[src/rtl/pressure_pkg.sv]
// Shared definitions for the parity-protected pressure word.
// The abnormality detector imports the same parity function so both ends agree.
package pressure_pkg;

  localparam int SAMPLE_W   = 5;
  localparam int WORD_W     = 6;
  localparam int PARITY_BIT = 5;

  function automatic logic pressure_parity(input logic [SAMPLE_W-1:0] data, input logic odd);
    return (^data) ^ odd;
  endfunction

endpackage

[src/rtl/pressure_sample_fifo.sv]
// Small circular buffer of raw pressure samples.
// Pointers wrap naturally because DEPTH is a power of two.
// Occupancy is kept as a separate count so full and empty are unambiguous.
module pressure_sample_fifo
  import pressure_pkg::*;
#(
  parameter int DEPTH = 4
) (
  input  logic                         clk,
  input  logic                         rst_n,
  input  logic [SAMPLE_W-1:0]          pushData,
  input  logic                         push,
  input  logic                         pop,
  output logic [SAMPLE_W-1:0]          headData,
  output logic                         full,
  output logic                         empty,
  output logic [$clog2(DEPTH+1)-1:0]   count
);

  localparam int PTR_W = $clog2(DEPTH);
  localparam int CNT_W = $clog2(DEPTH + 1);

  logic [SAMPLE_W-1:0] mem [DEPTH];
  logic [PTR_W-1:0]    rdPtr;
  logic [PTR_W-1:0]    wrPtr;
  logic                doPush;
  logic                doPop;

  assign full     = (count == CNT_W'(DEPTH));
  assign empty    = (count == '0);
  assign doPush   = push && !full;
  assign doPop    = pop && !empty;
  assign headData = mem[rdPtr];

  // Advance pointers and track occupancy; a simultaneous push and pop leaves the count alone.
  always_ff @(posedge clk) begin
    if (!rst_n) begin
      rdPtr <= '0;
      wrPtr <= '0;
      count <= '0;
    end else begin
      if (doPush) wrPtr <= wrPtr + 1'b1;
      if (doPop)  rdPtr <= rdPtr + 1'b1;
      case ({doPush, doPop})
        2'b10:   count <= count + 1'b1;
        2'b01:   count <= count - 1'b1;
        default: count <= count;
      endcase
    end
  end

  // Sample storage needs no reset: a zero count already hides stale entries.
  always_ff @(posedge clk) begin
    if (doPush) mem[wrPtr] <= pushData;
  end

endmodule

[src/rtl/pressure_word_encoder.sv]
// Sensor-side encoder: buffers raw samples, appends parity and presents each
// word on a registered valid/ready output with a programmable idle gap.
// A one-shot test hook flips the parity of the next loaded word.
module pressure_word_encoder
  import pressure_pkg::*;
#(
  parameter int DEPTH      = 4,
  parameter int GAP        = 0,
  parameter bit PARITY_ODD = 1'b0
) (
  input  logic                clk,
  input  logic                rst_n,
  input  logic [SAMPLE_W-1:0] sampleData,
  input  logic                sampleValid,
  output logic                sampleReady,
  input  logic                injectError,
  output logic [WORD_W-1:0]   pressureData,
  output logic                pressureValid,
  input  logic                pressureReady,
  output logic [7:0]          wordsSent
);

  localparam int         CNT_W    = $clog2(DEPTH + 1);
  localparam logic [3:0] GAP_LOAD = 4'(GAP);

  logic [SAMPLE_W-1:0] fifoHead;
  logic                fifoFull;
  logic                fifoEmpty;
  logic [CNT_W-1:0]    fifoCount;
  logic                accept;
  logic                handshake;
  logic                gapOpen;
  logic                loadWord;
  logic                corrupt;
  logic [WORD_W-1:0]   nextWord;
  logic [3:0]          gapCnt;
  logic                pendingInject;

  // The counter holds GAP after a handshake and a load is allowed on the edge
  // that ends the last idle cycle, so exactly GAP idle cycles appear on the wire.
  // With GAP = 0 the reload rides on the handshake edge itself.
  assign sampleReady = rst_n && !fifoFull;
  assign accept      = sampleValid && sampleReady;
  assign handshake   = pressureValid && pressureReady;
  assign gapOpen     = handshake ? (GAP == 0) : (gapCnt <= 4'd1);
  assign loadWord    = !fifoEmpty && (!pressureValid || handshake) && gapOpen;
  assign corrupt     = pendingInject || injectError;

  pressure_sample_fifo #(.DEPTH(DEPTH)) sampleFifo (
    .clk      (clk),
    .rst_n    (rst_n),
    .pushData (sampleData),
    .push     (accept),
    .pop      (loadWord),
    .headData (fifoHead),
    .full     (fifoFull),
    .empty    (fifoEmpty),
    .count    (fifoCount)
  );

  // Build the outgoing word from the FIFO head, flipping parity when an injection is due.
  always_comb begin
    nextWord             = {1'b0, fifoHead};
    nextWord[PARITY_BIT] = pressure_parity(fifoHead, PARITY_ODD) ^ corrupt;
  end

  // Output register, gap counter, injection flag and handshake counter.
  always_ff @(posedge clk) begin
    if (!rst_n) begin
      pressureData  <= '0;
      pressureValid <= 1'b0;
      wordsSent     <= '0;
      gapCnt        <= '0;
      pendingInject <= 1'b0;
    end else begin
      if (handshake) wordsSent <= wordsSent + 1'b1;

      if (handshake)          gapCnt <= GAP_LOAD;
      else if (gapCnt != '0)  gapCnt <= gapCnt - 1'b1;

      if (loadWord) begin
        pressureData  <= nextWord;
        pressureValid <= 1'b1;
      end else if (handshake) begin
        pressureValid <= 1'b0;
      end

      if (loadWord)         pendingInject <= 1'b0;
      else if (injectError) pendingInject <= 1'b1;
    end
  end

  // Occupancy flags and the count must always tell the same story.
  always_ff @(posedge clk) begin
    if (rst_n) begin
      assert (fifoFull == (fifoCount == CNT_W'(DEPTH)));
      assert (fifoEmpty == (fifoCount == '0));
    end
  end

endmodule
[config.mk]
export PLATFORM = sky130hd
export DESIGN_NAME = pressure_word_encoder
export DESIGN_NICKNAME = d
export VERILOG_FILES = /design/src/rtl/pressure_pkg.sv /design/src/rtl/pressure_sample_fifo.sv /design/src/rtl/pressure_word_encoder.sv
export SDC_FILE = /design/constraint.sdc
export NUM_CORES = 1
export LEC_CHECK = 0
export ABC_AREA = 0
export BUFFER_PORTS_ARGS = -buffer_cell sky130_fd_sc_hd__buf_2
export CORE_UTILIZATION = 64
export CTS_BUF_LIST = sky130_fd_sc_hd__clkbuf_8
export CTS_CLUSTER_DIAMETER = 40
export DETAILED_ROUTE_END_ITERATION = 16
export GPL_ROUTABILITY_DRIVEN = 0
export HOLD_SLACK_MARGIN = 0.15
export PLACE_DENSITY_LB_ADDON = 0.15
export SYNTH_ARGS = -nofsm -noshare
export SYNTH_HDL_FRONTEND = slang
export SYNTH_SLANG_ARGS = --single-unit
[constraint.sdc]
create_clock -name clk -period 5.4 [get_ports clk]
set_clock_uncertainty 0.15 [all_clocks]
set_input_delay 0.27 -clock clk [delete_from_list [all_inputs] [get_ports clk]]
set_output_delay 0.27 -clock clk [all_outputs]
set_load 0.02 [all_outputs]
# Word level (Yosys, flattened, before mapping)
# Memories as Yosys holds them, arrays and structs flattened. A register that Yosys moved wholly into a read port is not among the register bits.
# Cells that the tools add are included.
[op_classes] add_sub_neg=6 magnitude_cmp=1 eq_ne=3 mux=8 bitwise_logic=2 n_reduce_logical=19
[ops] op="8-bit by 1-bit adder with 8-bit output (second input constant)" count=1
[ops] op="1-bit logical AND" count=7
[ops] op="3-bit one-hot mux with 2 select lines" count=1
[ops] op="1-bit 2-to-1 mux" count=5
[ops] op="5-bit parity" count=1
[ops] op="2-bit by 1-bit adder with 2-bit output (second input constant)" count=2
[ops] op="4-bit by 1-bit <= comparator with 1-bit output (second input constant)" count=1
[ops] op="2-bit 2-to-1 mux" count=2
[ops] op="2-bit nonzero test" count=2
[ops] op="4-bit nonzero test" count=1
[ops] op="2-bit OR reduction" count=2
[ops] op="4-bit by 1-bit subtractor with 4-bit output (second input constant)" count=1
[ops] op="3-bit by 1-bit adder with 3-bit output (second input constant)" count=1
[ops] op="3-bit equality test (second input constant)" count=1
[ops] op="1-bit zero test" count=3
[ops] op="3-bit zero test" count=1
[ops] op="3-bit by 1-bit subtractor with 3-bit output (second input constant)" count=1
[ops] op="2-bit by 1-bit equality test with 1-bit output (second input constant)" count=1
[ops] op="2-bit equality test (second input constant)" count=1
[ops] op="1-bit logical OR" count=2
[ops] op="1-bit inverter" count=1
[ops] op="1-bit XOR" count=1
[word_totals] register_bits=27 ram_bits=20 in_bits=10 output_inout_bits=16 elab_cells=48 n_memories=1
[memory_table] memory="sampleFifo.mem" depth=4 width=5 read_ports=1 rd_ports_with_merged_regs=1 write_ports=1 line="pressure_sample_fifo.sv:23" source="logic [SAMPLE_W-1:0] mem [DEPTH];"

# Logic depth before layout (Yosys ltp)
# Gate-level depths: netlist (run 1).
[logic_depth] depth_word=7 mapped_depth=12

# Cells and area by module
# A second synthesis (run 1) with hierarchy kept.
[unflattened] cells_unflattened=185 hier_area_um2=2155.8
[by_module_without_submodules] mod="pressure_sample_fifo" n_inst=1 cells_each=80 area_each_um2=1212.4
[by_module_without_submodules] mod="pressure_word_encoder" n_inst=1 cells_each=105 area_each_um2=943.4

# Worst setup path before layout (run 1)
# Ideal clock, no wire load.
[synth_path] path_type="register to register" startpoint="reg gapCnt[0]" endpoint="reg sampleFifo.count[2]" setup_ns=0.071 t_arrival_ns=2.517 required_ns=5.179 slack_ns=2.663 stages_incl_launch_ff=13 path_buffers=0 synth_period_minus_slack_ns=2.737 cell_sequence="dfxtp_1 -> inv_1 -> ha_1 -> nor2_1 -> o41ai_2 -> nand2_4 -> inv_2 -> ha_1 -> inv_1 -> fa_1 -> xor2_1 -> or3_1 -> a21oi_1"
[synth_between] elab_chain_len=6
[synth_rtl] item="start, declared" line="pressure_word_encoder.sv:36" source="logic [3:0] gapCnt;"
[synth_rtl] item="start signal, assigned" line="pressure_word_encoder.sv:79" source="else if (gapCnt != '0) gapCnt <= gapCnt - 1'b1;"
[synth_rtl] item="4-bit by 1-bit <= comparator with 1-bit output (*)" line="pressure_word_encoder.sv:45" source="assign gapOpen = handshake ? (GAP == 0) : (gapCnt <= 4'd1);"
[synth_rtl] item="1-bit 2-to-1 mux (*)" line="pressure_word_encoder.sv:45"
[synth_rtl] item="1-bit logical AND (*)" line="pressure_word_encoder.sv:46" source="assign loadWord = !fifoEmpty && (!pressureValid || handshake) && gapOpen;"
[synth_rtl] item="1-bit logical AND (*)" line="pressure_sample_fifo.sv:32" source="assign doPop = pop && !empty;"
[synth_rtl] item="net sampleFifo.doPop" line="pressure_sample_fifo.sv:27" source="logic doPop;"
[synth_rtl] item="2-bit by 1-bit equality test with 1-bit output or 2-bit equality test (tied branches)" line="pressure_sample_fifo.sv:44" source="case ({doPush, doPop})"
[synth_rtl] item="3-bit one-hot mux with 2 select lines or 2-bit nonzero test (tied branches)"
[synth_rtl] item="end signal, assigned" line="pressure_sample_fifo.sv:45" source="2'b10: count <= count + 1'b1;"
[synth_rtl] item="end signal, assigned" line="pressure_sample_fifo.sv:46" source="2'b01: count <= count - 1'b1;"
[synth_rtl] item="end signal, assigned" line="pressure_sample_fifo.sv:47" source="default: count <= count;"
[synth_rtl] item="end, declared" line="pressure_sample_fifo.sv:17" source="output logic [$clog2(DEPTH+1)-1:0] count"
# The timed path passes the listed nets; every way through them passes the cells marked *.
# A chain may end at the register's enable or synchronous reset.

# Worst setup path in the final report (run 1)
[layout_path] startpoint="reg gapCnt[1]" endpoint="reg sampleFifo.count[2]"
# Same word-level chain as after synthesis.

==> results of run 1 <==
flip-flops by register name, indices dropped and copies added, names as in the netlist, named ones only:
| name | cells |
|---|---|
| sampleFifo.count | 3 |
| sampleFifo.wrPtr | 2 |
| wordsSent | 8 |
| gapCnt | 4 |
| pressureData | 6 |
| sampleFifo.rdPtr | 2 |
| pressureValid | 1 |
| pendingInject | 1 |
| sampleFifo.mem | 20 |
cell usage after synthesis (all sizes together), types with 5 or more instances:
master  instances
a21oi          13
and3            5
dfxtp          29
edfxtp         20
ha              9
inv            10
mux4            5
nand2          15
nand3           6
nor2           19
or3             5
xnor2           5
xor2            9
repair_timing:
item | CTS | global route
setup buffers | 0 | 0
hold endpoints to repair | 25 | 0
hold buffers | 8 | 0
layout make-up:
class                           count  area share (%)
Sequential cell                    49            49.3
Multi-Input combinational cell    114            34.9
Timing Repair Buffer               33            8.56
Clock buffer                        5            2.87
Tap cell                           44            2.30
Inverter                           10            1.57
Clock inverter                      3           0.522
worst max-delay path: stages (launching register included):
cell and delay, ns:
sky130_fd_sc_hd__dfxtp_1 0.33, sky130_fd_sc_hd__inv_1 0.10, sky130_fd_sc_hd__ha_1 0.19, sky130_fd_sc_hd__nor2_1 0.07
sky130_fd_sc_hd__o41ai_2 0.61, sky130_fd_sc_hd__nand2_4 0.18, sky130_fd_sc_hd__inv_2 0.10, sky130_fd_sc_hd__ha_1 0.19
sky130_fd_sc_hd__inv_1 0.06, sky130_fd_sc_hd__fa_1 0.38, sky130_fd_sc_hd__xor2_1 0.17, sky130_fd_sc_hd__or3_1 0.31
sky130_fd_sc_hd__a21oi_1 0.14
layer usage:
| layer | part of all wire (%) | global-route usage [%] |
|---|---|---|
| met3 | 4.3 | 5.90 |
| met4 | 1.6 | 10.2 |
| met5 | 0 | 0 |
| met1 | 45 | 30.9 |
| met2 | 49 | 35.6 |
power groups by stage:
stage | Clock, mW | Combinational, mW | Sequential, mW
after floorplan | 0 | 0.318 | 0.527
after global placement | 0 | 0.399 | 0.507
after detailed placement | 0 | 0.417 | 0.513
after CTS | 0.203 | 0.428 | 0.505
after global routing | 0.217 | 0.479 | 0.513
final | 0.197 | 0.425 | 0.504
final timing paths:
check	endpoint	slack (ns)
setup reg to reg	sampleFifo.count[2]	2.34
hold / removal	sampleFifo.wrPtr[1]	0.29
hold reg to reg	pressureData[0]	0.31
setup / recovery	sampleFifo.count[2]	2.34
kinds of logic (layout without fill, tap and decap cells):
family          Yosys count  in the layout
buf+inv                  14             51
mux                       6              6
simple gates             63             63
xor+xnor                 15             15
fa+ha+maj                10             10
compound gates           20             20
flops                    49             49
==> impl_summary.txt, run 1 <==
----------------------------------------------------
[Yosys]
  Synth cell types ... 36
  Ys Warns ... 0
  Count of flip-flops with a built-in enable after synthesis ... 20
  Simple-Gate Fraction of Synth Area ... between 10% and 20%
  Compound-Gate Fraction of Synth Area ... 5.62%
  Synthesized Nets ... around 200
  Post-synthesis cell type with the largest combined area ... sky130_fd_sc_hd__edfxtp_1
  Instance count of the mapped netlist ... 177
  Dominant register cell in the synthesized netlist ... sky130_fd_sc_hd__dfxtp_1
  Avg Synthesized Cell Area ... roughly 12 µm²
  Netlist Area Pre-Place ... approximately 2100 µm²
  Flops & latches, synth ... 49
  Xor and xnor area share after synthesis ... 7.29%
  Fraction of synthesized area in multiplexers ... 6.03%
  Proportion of netlist area held by the largest area contributor ... 28.7%
  Sequential fraction of the synthesis area ... about 56%
  Synth area leaders ... sky130_fd_sc_hd__edfxtp_1 29%, sky130_fd_sc_hd__dfxtp_1 28%, sky130_fd_sc_hd__ha_1 5.4%
  Share of synthesized cell area in full adder, half adder and majority cells ... under 10%
  Main combinational cell family by area after synthesis ... simple AND/OR/NAND/NOR gates
  Async set-reset flop share out of synthesis ... 0%

[STA]
  Transition time at the pin with the least slew margin ... 0.751 ns
  Finish-stage setup viols ... 0
  Relative slew margins ... 49.4%
  Max Freq ... 327 MHz
  Portion of the clock cycle consumed by the worst path in the final layout ... 56.7%
  Post-layout worst setup margin ... 2.34 ns
  Setup TNS ... 0 ns
  Unrepaired setup endpoints after global routing ... false
  Final Hold Slack ... 0.290 ns
  Hold violation count in the final report ... 0
  Tmin final ... 3.06 ns
  Final slew viol count ... 0

[Power]
  Power density normalized to cell area ... 470 nW/µm²
  Total power after layout ... 1.13 mW
  Net load switching power ... 0.409 mW
  Static Leakage ... slightly below 1 nW
  Sequential share of power ... 44.7%
  Part of the power in combinational logic ... 37.7%
  Proportion of total power due to net switching ... roughly 36%
  Clock power share ... between 10% and 20%
  Worst VDD drop ... 0.253 mV
  Internal power component ... 0.717 mW

[Worst setup path]
  R2r startpoint ... gapCnt[1]
  First element of the critical path ... gapCnt[1]
  Critical Setup Path Class ... flip-flop to flip-flop
  Endpoint arrival time on the critical path ... 3.14 ns
  Crit path launch type ... flip-flop
  Count of cells along the worst register-to-register path ... 12
  Crit path required time ... 5.48 ns
  Setup crit end kind ... flip-flop
  Crit Path Max Fanout ... 8

[Detailed routing]
  Vias ... between 1,000 and 1,500
  Antenna violation net count after detailed routing ... 0
  Remaining DRCs ... 0
  Post-detailed-route wirelength per cell ... 13.8 µm
  DRT Wirelength ... 3570 µm
  Per-cell via count in the routed design ... ~5.4
  Number of DRC markers after the initial detailed-route iteration ... 77
  1st-pass router iterations ... 4

[Layout]
  Fillers ... 227
  P&R area growth vs syn ... 14.4%
  Count of non-filler cells in the finished layout ... 258
  Register Area ... 1180 µm²
  Most common cell after layout, fill and taps aside ... sky130_fd_sc_hd__dfxtp_1
  Area of the multi-input gates ... 836 µm²
  Antenna diode count ... 0
  Fraction of layout instances using a drive strength above 1 ... 19.2%
  Leading cell types in the layout, fill and taps excluded ... 29 x sky130_fd_sc_hd__dfxtp_1, 25 x sky130_fd_sc_hd__buf_2, 20 x sky130_fd_sc_hd__edfxtp_1
  Final standard cell area without fillers ... 2400 µm²
  # nets final ... 233
  Utilization after layout ... 77.8%

[Clock tree]
  Worst skew pair latency ... 0.29 ns
  Number of buffers created by CTS ... 5
  Number of gates resized after CTS ... 0
  Clock tree buffer depth ... 2
  Clock transition at the registers of the reported paths ... around 0.08 ns
  CTS root buf ... sky130_fd_sc_hd__clkbuf_8
  Level count of the clock H-tree ... 2
  Total clock sinks ... 49
  Clock tree from TritonCTS ... done

[Global routing]
  Number of global-route vias before repair ... 1,271
  Maximum number of pins on one net before global-route repair ... 26
  Wire length of the first global-routing pass ... 5790 µm
  Antenna violations before repair ... 0
  GR Overflow Total ... 0
  Combined global-route utilization of all metal layers ... 23.1%

[Hold path]
  Start point of the worst min-delay path ... sampleValid
  Number of cells on the worst hold path ... 3
  Hold/Removal Path Class ... input pin to flip-flop

[Floorplan]
  Number of I/O pins ... 26
  Area of the core ... 3080 µm²
  Site row count ... 20
  Width of the die ... 59.2 µm
  Die outline area ... 3510 µm²
  Initial core utilization ... 68.0%
  Vertical extent of the die ... 59.2 µm

[Place]
  Setup slack at placement ... 2.40 ns
  Placed cell count ... 242
  IO buf count ... 25
  Cell area after placement ... approximately 2200 µm²
  Placed wire-length estimate ... 2600 µm

[Outcome]
  Status ... finished, final reports clean

[Run]
  Max Cap Violations ... 0

----------------------------------------------------
Power figures use the tool's default switching activity.
==> run 2, diff against run 1 <==
--- a/config.mk
+++ b/config.mk
@@ -5,9 +5,9 @@
 export SDC_FILE = /design/constraint.sdc
 export NUM_CORES = 1
 export LEC_CHECK = 0
-export ABC_AREA = 0
+export ABC_AREA = 1
 export BUFFER_PORTS_ARGS = -buffer_cell sky130_fd_sc_hd__buf_2
-export CORE_UTILIZATION = 64
+export CORE_UTILIZATION = 54
 export CTS_BUF_LIST = sky130_fd_sc_hd__clkbuf_8
 export CTS_CLUSTER_DIAMETER = 40
 export DETAILED_ROUTE_END_ITERATION = 16
==> constraint.sdc (replaced) <==
create_clock -name clk -period 2.6 [get_ports clk]
set_clock_uncertainty 0.15 [all_clocks]
set_input_delay 0.13 -clock clk [delete_from_list [all_inputs] [get_ports clk]]
set_output_delay 0.13 -clock clk [all_outputs]
set_load 0.02 [all_outputs]
==> run 2 against run 1 <==
  * Sequential cell count did not move
  * Register-to-register slack got worse by 2.0 ns
  * Synthesized area rose by 4.7%
  * Wire length rose by 6.9%
==> impl_summary.txt, run 2 <==
----------------------------------------------------
[STA]
  Tmin final ... 2.30 ns
  Portion of the clock cycle consumed by the worst path in the final layout ... 88.4%
  Final Hold Slack ... 0.293 ns (+0.00221 ns)
  Max Freq ... about 430 MHz
  Transition time at the pin with the least slew margin ... 0.524 ns (-0.228 ns)
  Hold violation count in the final report ... 0 (unchanged)
  Finish-stage setup viols ... 0 (unchanged)
  Final slew viol count ... 0 (unchanged)
  Setup TNS ... 0 ns (unchanged)
  Unrepaired setup endpoints after global routing ... false
  Relative slew margins ... 65.0% (+16 points)

[Detailed routing]
  Antenna violation net count after detailed routing ... 0 (unchanged)
  Remaining DRCs ... 0 (unchanged)
  Number of DRC markers after the initial detailed-route iteration ... 102 (+32%)
  1st-pass router iterations ... 5 (+1)
  DRT Wirelength ... 3810 µm (+6.9%)
  Per-cell via count in the routed design ... 4.98 (-8.5%)
  Vias ... 1,678 (+20%)
  Post-detailed-route wirelength per cell ... 11.3 µm (-18%)

[Worst setup path]
  Crit path required time ... 2.64 ns (-2.84 ns)
  Crit path launch type ... input pin
  Crit Path Max Fanout ... 21 (+13)
  Endpoint arrival time on the critical path ... 2.34 ns (-0.80 ns)
  Setup crit end kind ... flip-flop
  Critical Setup Path Class ... input pin to flip-flop

[Floorplan]
  Initial core utilization ... 58.2% (-9.9 points)
  Site row count ... 22 (+10%)
  Area of the core ... 3770 µm² (+23%)
  Number of I/O pins ... 26 (unchanged)
  Width of the die ... 65.7 µm (+11%)
  Vertical extent of the die ... 65.7 µm (+11%)
  Die outline area ... 4320 µm² (+23%)

[Yosys]
  Ys Warns ... 0 (unchanged)
  Synth area leaders ... sky130_fd_sc_hd__edfxtp_1 27%, sky130_fd_sc_hd__dfxtp_1 26%, sky130_fd_sc_hd__nand2_1 9.4%
  Count of flip-flops with a built-in enable after synthesis ... 20 (unchanged)
  Post-synthesis cell type with the largest combined area ... sky130_fd_sc_hd__edfxtp_1
  Synthesized Nets ... 271 (+38%)
  Async set-reset flop share out of synthesis ... 0% (unchanged)
  Share of synthesized cell area in full adder, half adder and majority cells ... 6.05% (-0.29 points)
  Avg Synthesized Cell Area ... 8.74 µm² (-26%)
  Instance count of the mapped netlist ... 251 (+42%)
  Most common cell in the synthesized netlist ... sky130_fd_sc_hd__nand2_1
  Xor and xnor area share after synthesis ... 0.399% (-6.9 points)
  Synth cell types ... 24 (-33%)
  Flops & latches, synth ... 49 (unchanged)
  Compound-Gate Fraction of Synth Area ... 10.6% (+4.9 points)
  Sequential fraction of the synthesis area ... 53.9% (-2.5 points)
  Netlist Area Pre-Place ... 2190 µm² (+4.7%)
  Proportion of netlist area held by the largest area contributor ... 27.4% (-1.3 points)
  Simple-Gate Fraction of Synth Area ... 21.8% (+7.2 points)
  Dominant register cell in the synthesized netlist ... sky130_fd_sc_hd__dfxtp_1
  Fraction of synthesized area in multiplexers ... 0% (-6.0 points)
  Commonest cells in the netlist ... 55 x sky130_fd_sc_hd__nand2_1, 29 x sky130_fd_sc_hd__dfxtp_1, 28 x sky130_fd_sc_hd__inv_1, 22 x sky130_fd_sc_hd__a21oi_1, 20 x sky130_fd_sc_hd__edfxtp_1
  Main combinational cell family by area after synthesis ... simple AND/OR/NAND/NOR gates

[Outcome]
  Status ... finished, final reports clean

[Layout]
  P&R area growth vs syn ... 17.4%
  Leading cell types in the layout, fill and taps excluded ... 54 x sky130_fd_sc_hd__nand2_1, 29 x sky130_fd_sc_hd__dfxtp_1, 27 x sky130_fd_sc_hd__inv_1
  # nets final ... 308 (+32%)
  Fraction of layout instances using a drive strength above 1 ... 19.0% (-0.13 points)
  Largest register FFs ... 20 (unchanged)
  Biggest registers after layout ... sampleFifo.mem x20, wordsSent x8, pressureData x6
  Most flop-heavy register ... sampleFifo.mem
  Antenna diode count ... 0 (unchanged)
  Fillers ... 285 (+26%)
  Most common cell after layout, fill and taps aside ... sky130_fd_sc_hd__nand2_1

[Power]
  Power density normalized to cell area ... 953 nW/µm² (+100%)
  Static Leakage ... 1.14 nW (+17%)
  Total power after layout ... 2.45 mW (+120%)
  Worst VDD drop ... 0.578 mV (+130%)

[Global routing]
  Number of global-route vias before repair ... 1,531 (+20%)
  GR Overflow Total ... 0 (unchanged)
  Antenna violations before repair ... 0 (unchanged)
  Combined global-route utilization of all metal layers ... 20.7% (-2.4 points)
  Maximum number of pins on one net before global-route repair ... 22 (-15%)
  Wire length of the first global-routing pass ... 6510 µm (+12%)

[Clock tree]
  Worst skew pair latency ... 0.30 ns (about the same)
  Clock tree from TritonCTS ... done
  Total clock sinks ... 49 (unchanged)
  CTS root buf ... sky130_fd_sc_hd__clkbuf_8
  Clock tree buffer depth ... 2 (unchanged)
  Number of buffers created by CTS ... 5 (unchanged)
  Level count of the clock H-tree ... 2 (unchanged)
  Clock transition at the registers of the reported paths ... 0.09 ns (about the same)
  # Post-CTS Setup Buffers ... 0 (unchanged)

[Run]
  Max Cap Violations ... 0 (unchanged)

[Place]
  IO buf count ... 25 (unchanged)
  Placed wire-length estimate ... 2690 µm (+3.6%)

[Hold path]
  Hold/Removal Path Class ... flip-flop to flip-flop

----------------------------------------------------
[run 2: cell types whose count changed after synthesis, sizes merged, moves of 9 or more]
cell	delta
inv	+21
a21oi	+10
nand2	+52
nand3	+11
o21ai	+18
xor2	-9
[run 2: per-layer routing]
| layer | global-route usage (%) | up-vias | wire length (µm) |
|---|---|---|---|
| li1 | - | 890 | - |
| met1 | 24.9 | 753 | 1740 |
| met2 | 34.3 | 31 | 1860 |
| met3 | 6.77 | 4 | 176 |
| met4 | 7.34 | 0 | 39 |
| met5 | 0 | - | 0 |
[run 2: cell type report]
cell class	instances	area (µm²)	area share [%]
repair buffers	36	230	8.94
flip-flops and latches	49	1180	45.9
multi-input cells	165	853	33.1
well taps	48	60.1	2.33
clock buffers	5	68.8	2.67
inverters	31	116	4.52
clock inverters	3	65.1	2.53
[run 2: repair_timing]
action | CTS | global route
gates resized for setup | 0 | 2
setup endpoints to repair | 0 | 1
endpoints found under the hold margin | 44 | 0
hold buffers | 9 | 0
[run 2: logic make-up after synthesis]
family	after synthesis
adders and majority gates	10
and+or+nand+nor	109
DFF	49
buffers and inverters	37
AOI/OAI and AO/OA	45
xor gates and xnor gates	1
[run 2: where the power goes]
group	switching (mW)	internal (mW)	total (mW)
Clock	0.247	0.382	0.628
Combinational	0.553	0.289	0.842
Sequential	0.0686	0.914	0.983
Total	0.868	1.59	2.45
[run 2: final timing paths]
| kind | endpoint | cells past startpoint | slack [ns] | startpoint |
|---|---|---|---|---|
| min | sampleFifo.rdPtr[1] | 1 | 0.29 | sampleFifo.rdPtr[1] |
| min reg2reg | sampleFifo.rdPtr[1] | 1 | 0.29 | sampleFifo.rdPtr[1] |
| max reg2reg | sampleFifo.count[2] | 13 | 0.34 | gapCnt[0] |
| max | sampleFifo.count[2] | 12 | 0.30 | rst_n |
[run 2: worst max-delay path: stages]
cell	delay, ns
sky130_fd_sc_hd__dlygate4sd3_1	0.53
sky130_fd_sc_hd__buf_2	0.23
sky130_fd_sc_hd__inv_2	0.14
sky130_fd_sc_hd__a21oi_1	0.08
sky130_fd_sc_hd__nand2_2	0.16
sky130_fd_sc_hd__ha_1	0.17
sky130_fd_sc_hd__inv_1	0.06
sky130_fd_sc_hd__fa_1	0.37
sky130_fd_sc_hd__a21oi_1	0.14
sky130_fd_sc_hd__o21ai_0	0.11
sky130_fd_sc_hd__o21ai_0	0.16
sky130_fd_sc_hd__a21oi_1	0.05
[run 2: metrics by stage]
step	utilization, %	instance area, µm²	cells	worst slack, ns
3_3_place_gp	62.3	2350	320	0.423
2_1_floorplan	-	2190	251	0.313
3_5_place_dp	62.3	2350	320	0.361
4_1_cts	68.2	2570	337	0.174
5_1_grt	68.3	2570	337	0.0135
6_report	68.3	2570	337	0.301
